$ cat config.mk
export PLATFORM = sky130hd
export DESIGN_NAME = mdr_sequencer
export DESIGN_NICKNAME = d
export VERILOG_FILES = /design/src/rtl/mdr_sequencer.sv
export SDC_FILE = /design/constraint.sdc
export NUM_CORES = 1
export LEC_CHECK = 0
export ABC_AREA = 1
export ABC_CLOCK_PERIOD_IN_PS = 2700
export CORE_AREA = 2 2 113 71
export CTS_BUF_LIST = sky130_fd_sc_hd__clkbuf_16
export CTS_CLUSTER_DIAMETER = 50
export DETAILED_ROUTE_END_ITERATION = 6
export DIE_AREA = 0 0 115 73
export PLACE_DENSITY = 0.69
export RECOVER_POWER = 50
export SYNTH_ARGS = -nofsm -noshare
export SYNTH_HDL_FRONTEND = slang
export SYNTH_SLANG_ARGS = --single-unit
$ cat constraint.sdc
create_clock -name clk -period 2.7 [get_ports clk]
set_input_delay 0.81 -clock clk [delete_from_list [all_inputs] [get_ports clk]]
set_output_delay 0.81 -clock clk [all_outputs]
set_load 0.005 [all_outputs]
$ cat src/rtl/mdr_sequencer.sv
// rtl/mdr_sequencer.sv - control FSM for the multiply/divide/root (MDR) system
//
// Sequences one operation: operand capture (X, then Y unless ROOT), operand
// verification, engine select/init, calculation and completion reporting.
// Optional feature macro: MDR_SEQ_WATCHDOG_EN (abort CALCULATION after TIMEOUT cycles).
//
// Ports:
//   clk, rst            rising-edge clock, asynchronous active-low reset
//   start, load         one-cycle pulses from the user front end
//   op_sel              operation: 0 MULT, 1 DIV, 2 ROOT, 3 NON
//   data_in             two's complement operand input
//   eng_done, eng_ovf   completion and overflow from the selected engine
//   clean, init         one-cycle datapath clear and engine init pulses
//   load_x, load_y      waiting for X / Y operand
//   data_x, data_y      registered operands
//   eng_en              one-hot engine enable (bit0 mult, bit1 div, bit2 root)
//   busy, ready, error  status; error is meaningful in READY
//   state               current state encoding
//   cycles              CALCULATION cycles of the last operation
`timescale 1ns/1ps

module mdr_sequencer #(
    parameter int DW      = 16,
    parameter int TIMEOUT = 40,
    parameter int CW      = 6
) (
    input  logic          clk,
    input  logic          rst,
    input  logic          start,
    input  logic          load,
    input  logic [1:0]    op_sel,
    input  logic [DW-1:0] data_in,
    input  logic          eng_done,
    input  logic          eng_ovf,
    output logic          clean,
    output logic          load_x,
    output logic          load_y,
    output logic [DW-1:0] data_x,
    output logic [DW-1:0] data_y,
    output logic [2:0]    eng_en,
    output logic          init,
    output logic          busy,
    output logic          ready,
    output logic          error,
    output logic [3:0]    state,
    output logic [CW-1:0] cycles
);

    typedef enum logic [3:0] {
        S_IDLE   = 4'd0,
        S_CLEAN  = 4'd1,
        S_WAIT_X = 4'd2,
        S_WAIT_Y = 4'd3,
        S_SAVE_X = 4'd4,
        S_SAVE_Y = 4'd5,
        S_VERIFY = 4'd6,
        S_INIT   = 4'd7,
        S_CALC   = 4'd8,
        S_READY  = 4'd9
    } state_t;

    localparam logic [1:0]    OP_DIV  = 2'd1;
    localparam logic [1:0]    OP_ROOT = 2'd2;
    localparam logic [1:0]    OP_NON  = 2'd3;
    localparam logic [CW-1:0] CNT_MAX = '1;

    if (TIMEOUT >= (1 << CW)) begin : g_cw_too_narrow
        $error("mdr_sequencer: CW too narrow to count TIMEOUT cycles");
    end

    state_t        st_q, st_d;
    logic [1:0]    op_q;
    logic [CW-1:0] cnt_q;
    logic          verify_fail;
    logic          timeout;

    // Operands that no engine can process are rejected before any engine starts.
    assign verify_fail = (op_q == OP_NON)
                      || ((op_q == OP_DIV) && (data_y == '0))
                      || ((op_q == OP_ROOT) && data_x[DW-1]);

`ifdef MDR_SEQ_WATCHDOG_EN
    localparam logic [CW-1:0] WD_LAST = CW'(TIMEOUT - 1);
    logic wd_clean_q;

    // cnt_q holds the number of CALCULATION cycles already completed, so the
    // TIMEOUT-th cycle is the one where it equals TIMEOUT-1.
    assign timeout = (st_q == S_CALC) && !eng_done && (cnt_q == WD_LAST);

    // The abort pulse to the engine lands in the first READY cycle.
    always_ff @(posedge clk or negedge rst) begin
        if (!rst) wd_clean_q <= 1'b0;
        else      wd_clean_q <= timeout;
    end

    assign clean = (st_q == S_CLEAN) || wd_clean_q;
`else
    assign timeout = 1'b0;
    assign clean   = (st_q == S_CLEAN);
`endif

    always_ff @(posedge clk or negedge rst) begin
        if (!rst) st_q <= S_IDLE;
        else      st_q <= st_d;
    end

    always_comb begin
        st_d = st_q;
        case (st_q)
            S_IDLE:   if (start) st_d = S_CLEAN;
            S_CLEAN:  st_d = S_WAIT_X;
            S_WAIT_X: if (load) st_d = S_SAVE_X;
            S_SAVE_X: st_d = (op_q == OP_ROOT) ? S_VERIFY : S_WAIT_Y;
            S_WAIT_Y: if (load) st_d = S_SAVE_Y;
            S_SAVE_Y: st_d = S_VERIFY;
            S_VERIFY: st_d = verify_fail ? S_READY : S_INIT;
            S_INIT:   st_d = S_CALC;
            S_CALC:   if (eng_done || timeout) st_d = S_READY;
            S_READY:  if (start) st_d = S_CLEAN;
            default:  st_d = S_IDLE;
        endcase
    end

    always_ff @(posedge clk or negedge rst) begin
        if (!rst) begin
            op_q   <= '0;
            data_x <= '0;
            data_y <= '0;
            error  <= 1'b0;
            cycles <= '0;
            cnt_q  <= '0;
            eng_en <= '0;
        end else begin
            case (st_q)
                S_IDLE, S_READY: begin
                    if (start) op_q <= op_sel;
                end
                S_CLEAN: begin
                    data_x <= '0;
                    data_y <= '0;
                    error  <= 1'b0;
                    cycles <= '0;
                end
                S_SAVE_X: data_x <= data_in;
                S_SAVE_Y: data_y <= data_in;
                S_VERIFY: begin
                    // Enable is raised here so the engine sees it with init.
                    if (verify_fail) error  <= 1'b1;
                    else             eng_en <= 3'b001 << op_q;
                end
                S_INIT: cnt_q <= '0;
                S_CALC: begin
                    if (eng_done) begin
                        cycles <= (cnt_q == CNT_MAX) ? CNT_MAX : cnt_q + 1'b1;
                        error  <= eng_ovf;
                        eng_en <= '0;
                    end else if (timeout) begin
                        cycles <= CW'(TIMEOUT);
                        error  <= 1'b1;
                        eng_en <= '0;
                    end else if (cnt_q != CNT_MAX) begin
                        cnt_q <= cnt_q + 1'b1;
                    end
                end
                default: ;
            endcase
        end
    end

    assign load_x = (st_q == S_WAIT_X);
    assign load_y = (st_q == S_WAIT_Y);
    assign init   = (st_q == S_INIT);
    assign ready  = (st_q == S_READY);
    assign busy   = (st_q != S_IDLE) && (st_q != S_READY);
    assign state  = st_q;

endmodule

Word-level counts from Yosys, hierarchy flattened --
Index checks and enable logic that the tools add are counted.
Storage, ports and cells: flip-flop bits (word level) 54, input port bits 24, output and inout port bits 52, word-level logic and storage cells 75
Cells by class: add/subtract/negate cells 1, eq/ne operators 23, shift operators 1, muxes and demuxes 21, reductions and logical operators 21
Operator list (number):
- $pmux W16 S2 | 2
- $pmux W4 S9 | 1
- $mux W6 | 4
- $pmux W6 S2 | 2
- $mux W4 | 5
- $eq A4 B3 Y1 const B | 4
- $logic_not A16 Y1 | 1
- $ne A2 B2 Y1 const B | 7
- $reduce_bool A2 Y1 | 5
- $mux W3 | 3
- $reduce_and A3 Y1 | 3
- $eq A4 B2 Y1 const B | 2
- $eq A4 B4 Y1 const B | 2
- $add A6 B1 Y6 const B | 1
- $eq A6 B6 Y1 const B | 1
- $ne A6 B6 Y1 const B | 1
- $pmux W3 S2 | 1
- $eq A2 B2 Y1 const B | 2
- $eq A4 B1 Y1 const B | 1
- $logic_not A4 Y1 | 1
- $ne A4 B4 Y1 const B | 1
- $reduce_and A2 Y1 | 2
- $reduce_and A4 Y1 | 1
- $reduce_bool A4 Y1 | 1
- other kinds (9) | 13

Logic depth before layout (Yosys ltp) --
word-level depth 6, gate-level depth with buffers 10, mapped depth without buffers 10

Worst setup path after synthesis --
OpenSTA, ideal clock, no wires.
kind flip-flop to output port, start point register st_q[3] (netlist: state[3]), end point output load_y, data arrival time 0.975 ns, setup slack 0.915 ns, stages on the path, launching flop included 6, buffers on the path 0, path through dfrtp_1 nor2_1 inv_2 nor2_1 nand2_1 inv_1
Between the ends: longest elaborated chain between the ends 1
RTL lines:
- start: declaration | line 71 | state_t st_q, st_d;
- start signal: assignment | line 104 | else st_q <= st_d;
- $eq A4 B2 Y1 | line 171 | assign load_y = (st_q == S_WAIT_Y);
- end: declaration | line 37 | output logic load_y,
Every way passes these cells.

Worst setup path after layout --
start point register st_q[0] (netlist: state[0]), end point output init
Between the ends: longest elaborated chain between the ends 1
RTL lines:
- $eq A4 B3 Y1 | line 172 | assign init = (st_q == S_INIT);
- end: declaration | line 41 | output logic init,
Every way passes these cells.

==> impl_metrics.ini <==
[status]
status = completed

[synth]
ys_top_cells_by_area = dfrtp_1, nand2_1, nand3_1
synth-edff-count = 0
yosysMostFrequentCell = nand2_1
yosysUniqueCellTypes = 26
syn_nets = 325
yosys_warnings = 0
synth-seq-cells = 54
yosys.area_share.simple = 0.275
avgSynthCellArea_um2 = 8.32
synth_compound_area_frac = 0.106
synth_mux_area_frac = 0
synthesis.area_um2 = 2500
synth_top_family_by_area = simple AND/OR/NAND/NOR gates
yosysTopAreaCell = dfrtp_1
synthCells = 300
synthArstFlopShare = 1.00
synth-xor-area-share = 0
synth_top_area_share = 0.541
synthAdderAreaFrac = 0.00501
ys_seq_area_frac = 0.541
synth_commonest_cells = nand2_1, dfrtp_1, nor2_1
yosys_most_used_dff = dfrtp_1

[critical_path]
cp-start-kind = register
reg2regPathDepth = 8
arrival_ps = 1760
worstSetupPathType = reg2out
cp-end-kind = output port
crit_path_max_fanout = 7
r2r-end = cycles[3]
r2r_start = state[0]
startpoint = state[0]
required_ps = 1890
r2r_slack_ps = 880
crit_path_end = init

[clocking]
cts.hold.buffers_added = 0
cts_tree = yes
clockRootBuffer = clkbuf_16
htree_levels = 2
post-cts-setup-buffers = 0
cts_buffers = 5
clk_latency_ps = 290
clkSlewWorstSetupHoldPaths_ps = 70
clock_path_buffers = 2
cts_sinks = 54

[grt]
grt_max_degree = 55
antenna_found_initial = 0
overflow = 0
grt_pass1_wl_um = 11200
grt_pass1_vias = 2170
grt_use_total = 0.170

[timing]
drv_slew = 0
min_period_over_period = 0.952
finalHoldViolCount = 0
period_needed_ps = 2570
tightest_slew_ps = 1350
final.setup.tns_ps = 0
max_freq_ghz = 0.389
skew_ps = 6.73
setup_viol = 0
timing.hold.ws_ps = 493
rsz0062_at_grt = no
slew_headroom = 0.0974

[die]
die_h_um = 73
die_area_um2 = 8400
core_area_um2 = 7510
dieWidth_um = 115
start_util = 0.333
boundaryPins = 76
row_count = 25

[final_layout]
diodes = 0
area_growth_pct = 40.4
nNetsFinal = 402
layout-drive-gt1-share = 0.0873

[pwr]
seqPwrFrac = 0.350
p_switching_mw = 1.45
leakage_nw = 1.66
combPwrFrac = 0.460
internal_power_mw = 2.39
p_per_area_nw_per_um2 = 1090
clockPowerShare = 0.190
ir_drop_mv = 0.530
swShare = 0.378

[detailed_routing]
final_antenna_net_count = 0
via_count = 2219
drc_errors = 0
drt_iter0_drc = 150
routed_wl_um = 6850
drt-pass1-iter-count = 4
vias_per_cell = 4.70
wl_per_cell_um = 14.5

[placement]
place.port_buffers = 75
gp_congestion = 0.900
dp_hpwl_um = 5110

[job]
maxCapViolCount = 0

[hold_path]
hp-class = reg2reg
## per-layer routing
layer | wire length, um | vias to the layer above | track usage | part of all wire
met1 | 3530 | 1046 | 0.263 | 0.52
li1 | - | 1113 | - | -
met4 | 27 | 0 | 0.0281 | 0.0039
met2 | 2840 | 58 | 0.251 | 0.41
met3 | 452 | 2 | 0.0324 | 0.066
met5 | 0 | - | 0 | 0
## sequential cells by signal, summed over array words and instances (netlist names)
| name | count |
|---|---|
| cnt_q | 6 |
| cycles | 6 |
| data_x | 16 |
| data_y | 16 |
| eng_en | 3 |
| error | 1 |
| op_q | 2 |
| state | 4 |
## critical path, stage by stage, from the launching register on
cell	delay [ps]
dfrtp_1	510
inv_1	150
nor3_4	270
clkdlybuf4s50_1	540
## power groups by stage
stage | clock (mW) | combinational, mW | sequential (mW)
3_3_place_gp | 0 | 1.76 | 1.33
2_1_floorplan | 0 | 0.891 | 1.32
3_5_place_dp | 0 | 1.78 | 1.34
5_1_grt | 0.778 | 1.97 | 1.38
6_report | 0.730 | 1.76 | 1.34
4_1_cts | 0.749 | 1.79 | 1.33
## cell usage in the layout (no fill, tap or decap), types with 2 or more instances in the layout
cell,netlist,final
a21oi_1,9,9
clkbuf_16,0,5
clkdlybuf4s50_1,0,74
dfrtp_1,54,53
inv_1,30,31
inv_2,8,7
nand2_1,65,65
nand2_2,3,3
nand3_1,28,28
nand3_2,2,2
nand4_1,2,2
nor2_1,33,33
nor2_4,2,3
nor3_1,6,6
o21ai_0,26,30
o21ai_1,15,11
## through the flow
step	setup WS [ps]	cell area, um^2	util	cells	total power, mW
floorplan	915	2500	-	300	2.21
global placement	376	3340	0.445	464	3.09
detailed placement	360	3340	0.445	464	3.12
CTS	25.1	3510	0.467	472	3.87
global route	27.1	3510	0.467	472	4.14
finish	130	3510	0.467	472	3.84
## cells by family after synthesis
| group | after synthesis |
|---|---|
| DFF | 54 |
| AOI/OAI and AO/OA | 52 |
| and+or+nand+nor | 148 |
| buffers and inverters | 45 |
| adders and majority gates | 1 |
## layout make-up
type	instances	area, um^2
inverters	38	143
fillers	754	4000
clock buffers	5	125
multi-input cells	201	967
clock inverters	3	43.8
flip-flops and latches	54	1350
well taps	94	118
repair buffers	77	758
## worst min path at each step
stage / cells after the start / endpoint / slack (ps) / start
global route: 2 / eng_en[1] / 520 / eng_en[1]
detailed placement: 2 / eng_en[0] / 480 / eng_en[0]
finish: 2 / eng_en[1] / 490 / eng_en[1]
CTS: 2 / eng_en[0] / 500 / eng_en[0]
global placement: 2 / eng_en[1] / 460 / eng_en[1]
floorplan: 2 / error / 460 / error
## repair_timing
| item | CTS | global route |
|---|---|---|
| hold endpoints to repair | 0 | 0 |
| gates resized for setup | 0 | 4 |
| setup endpoints to repair | 0 | 3 |
Note: power is estimated with default switching activity, not from simulation.
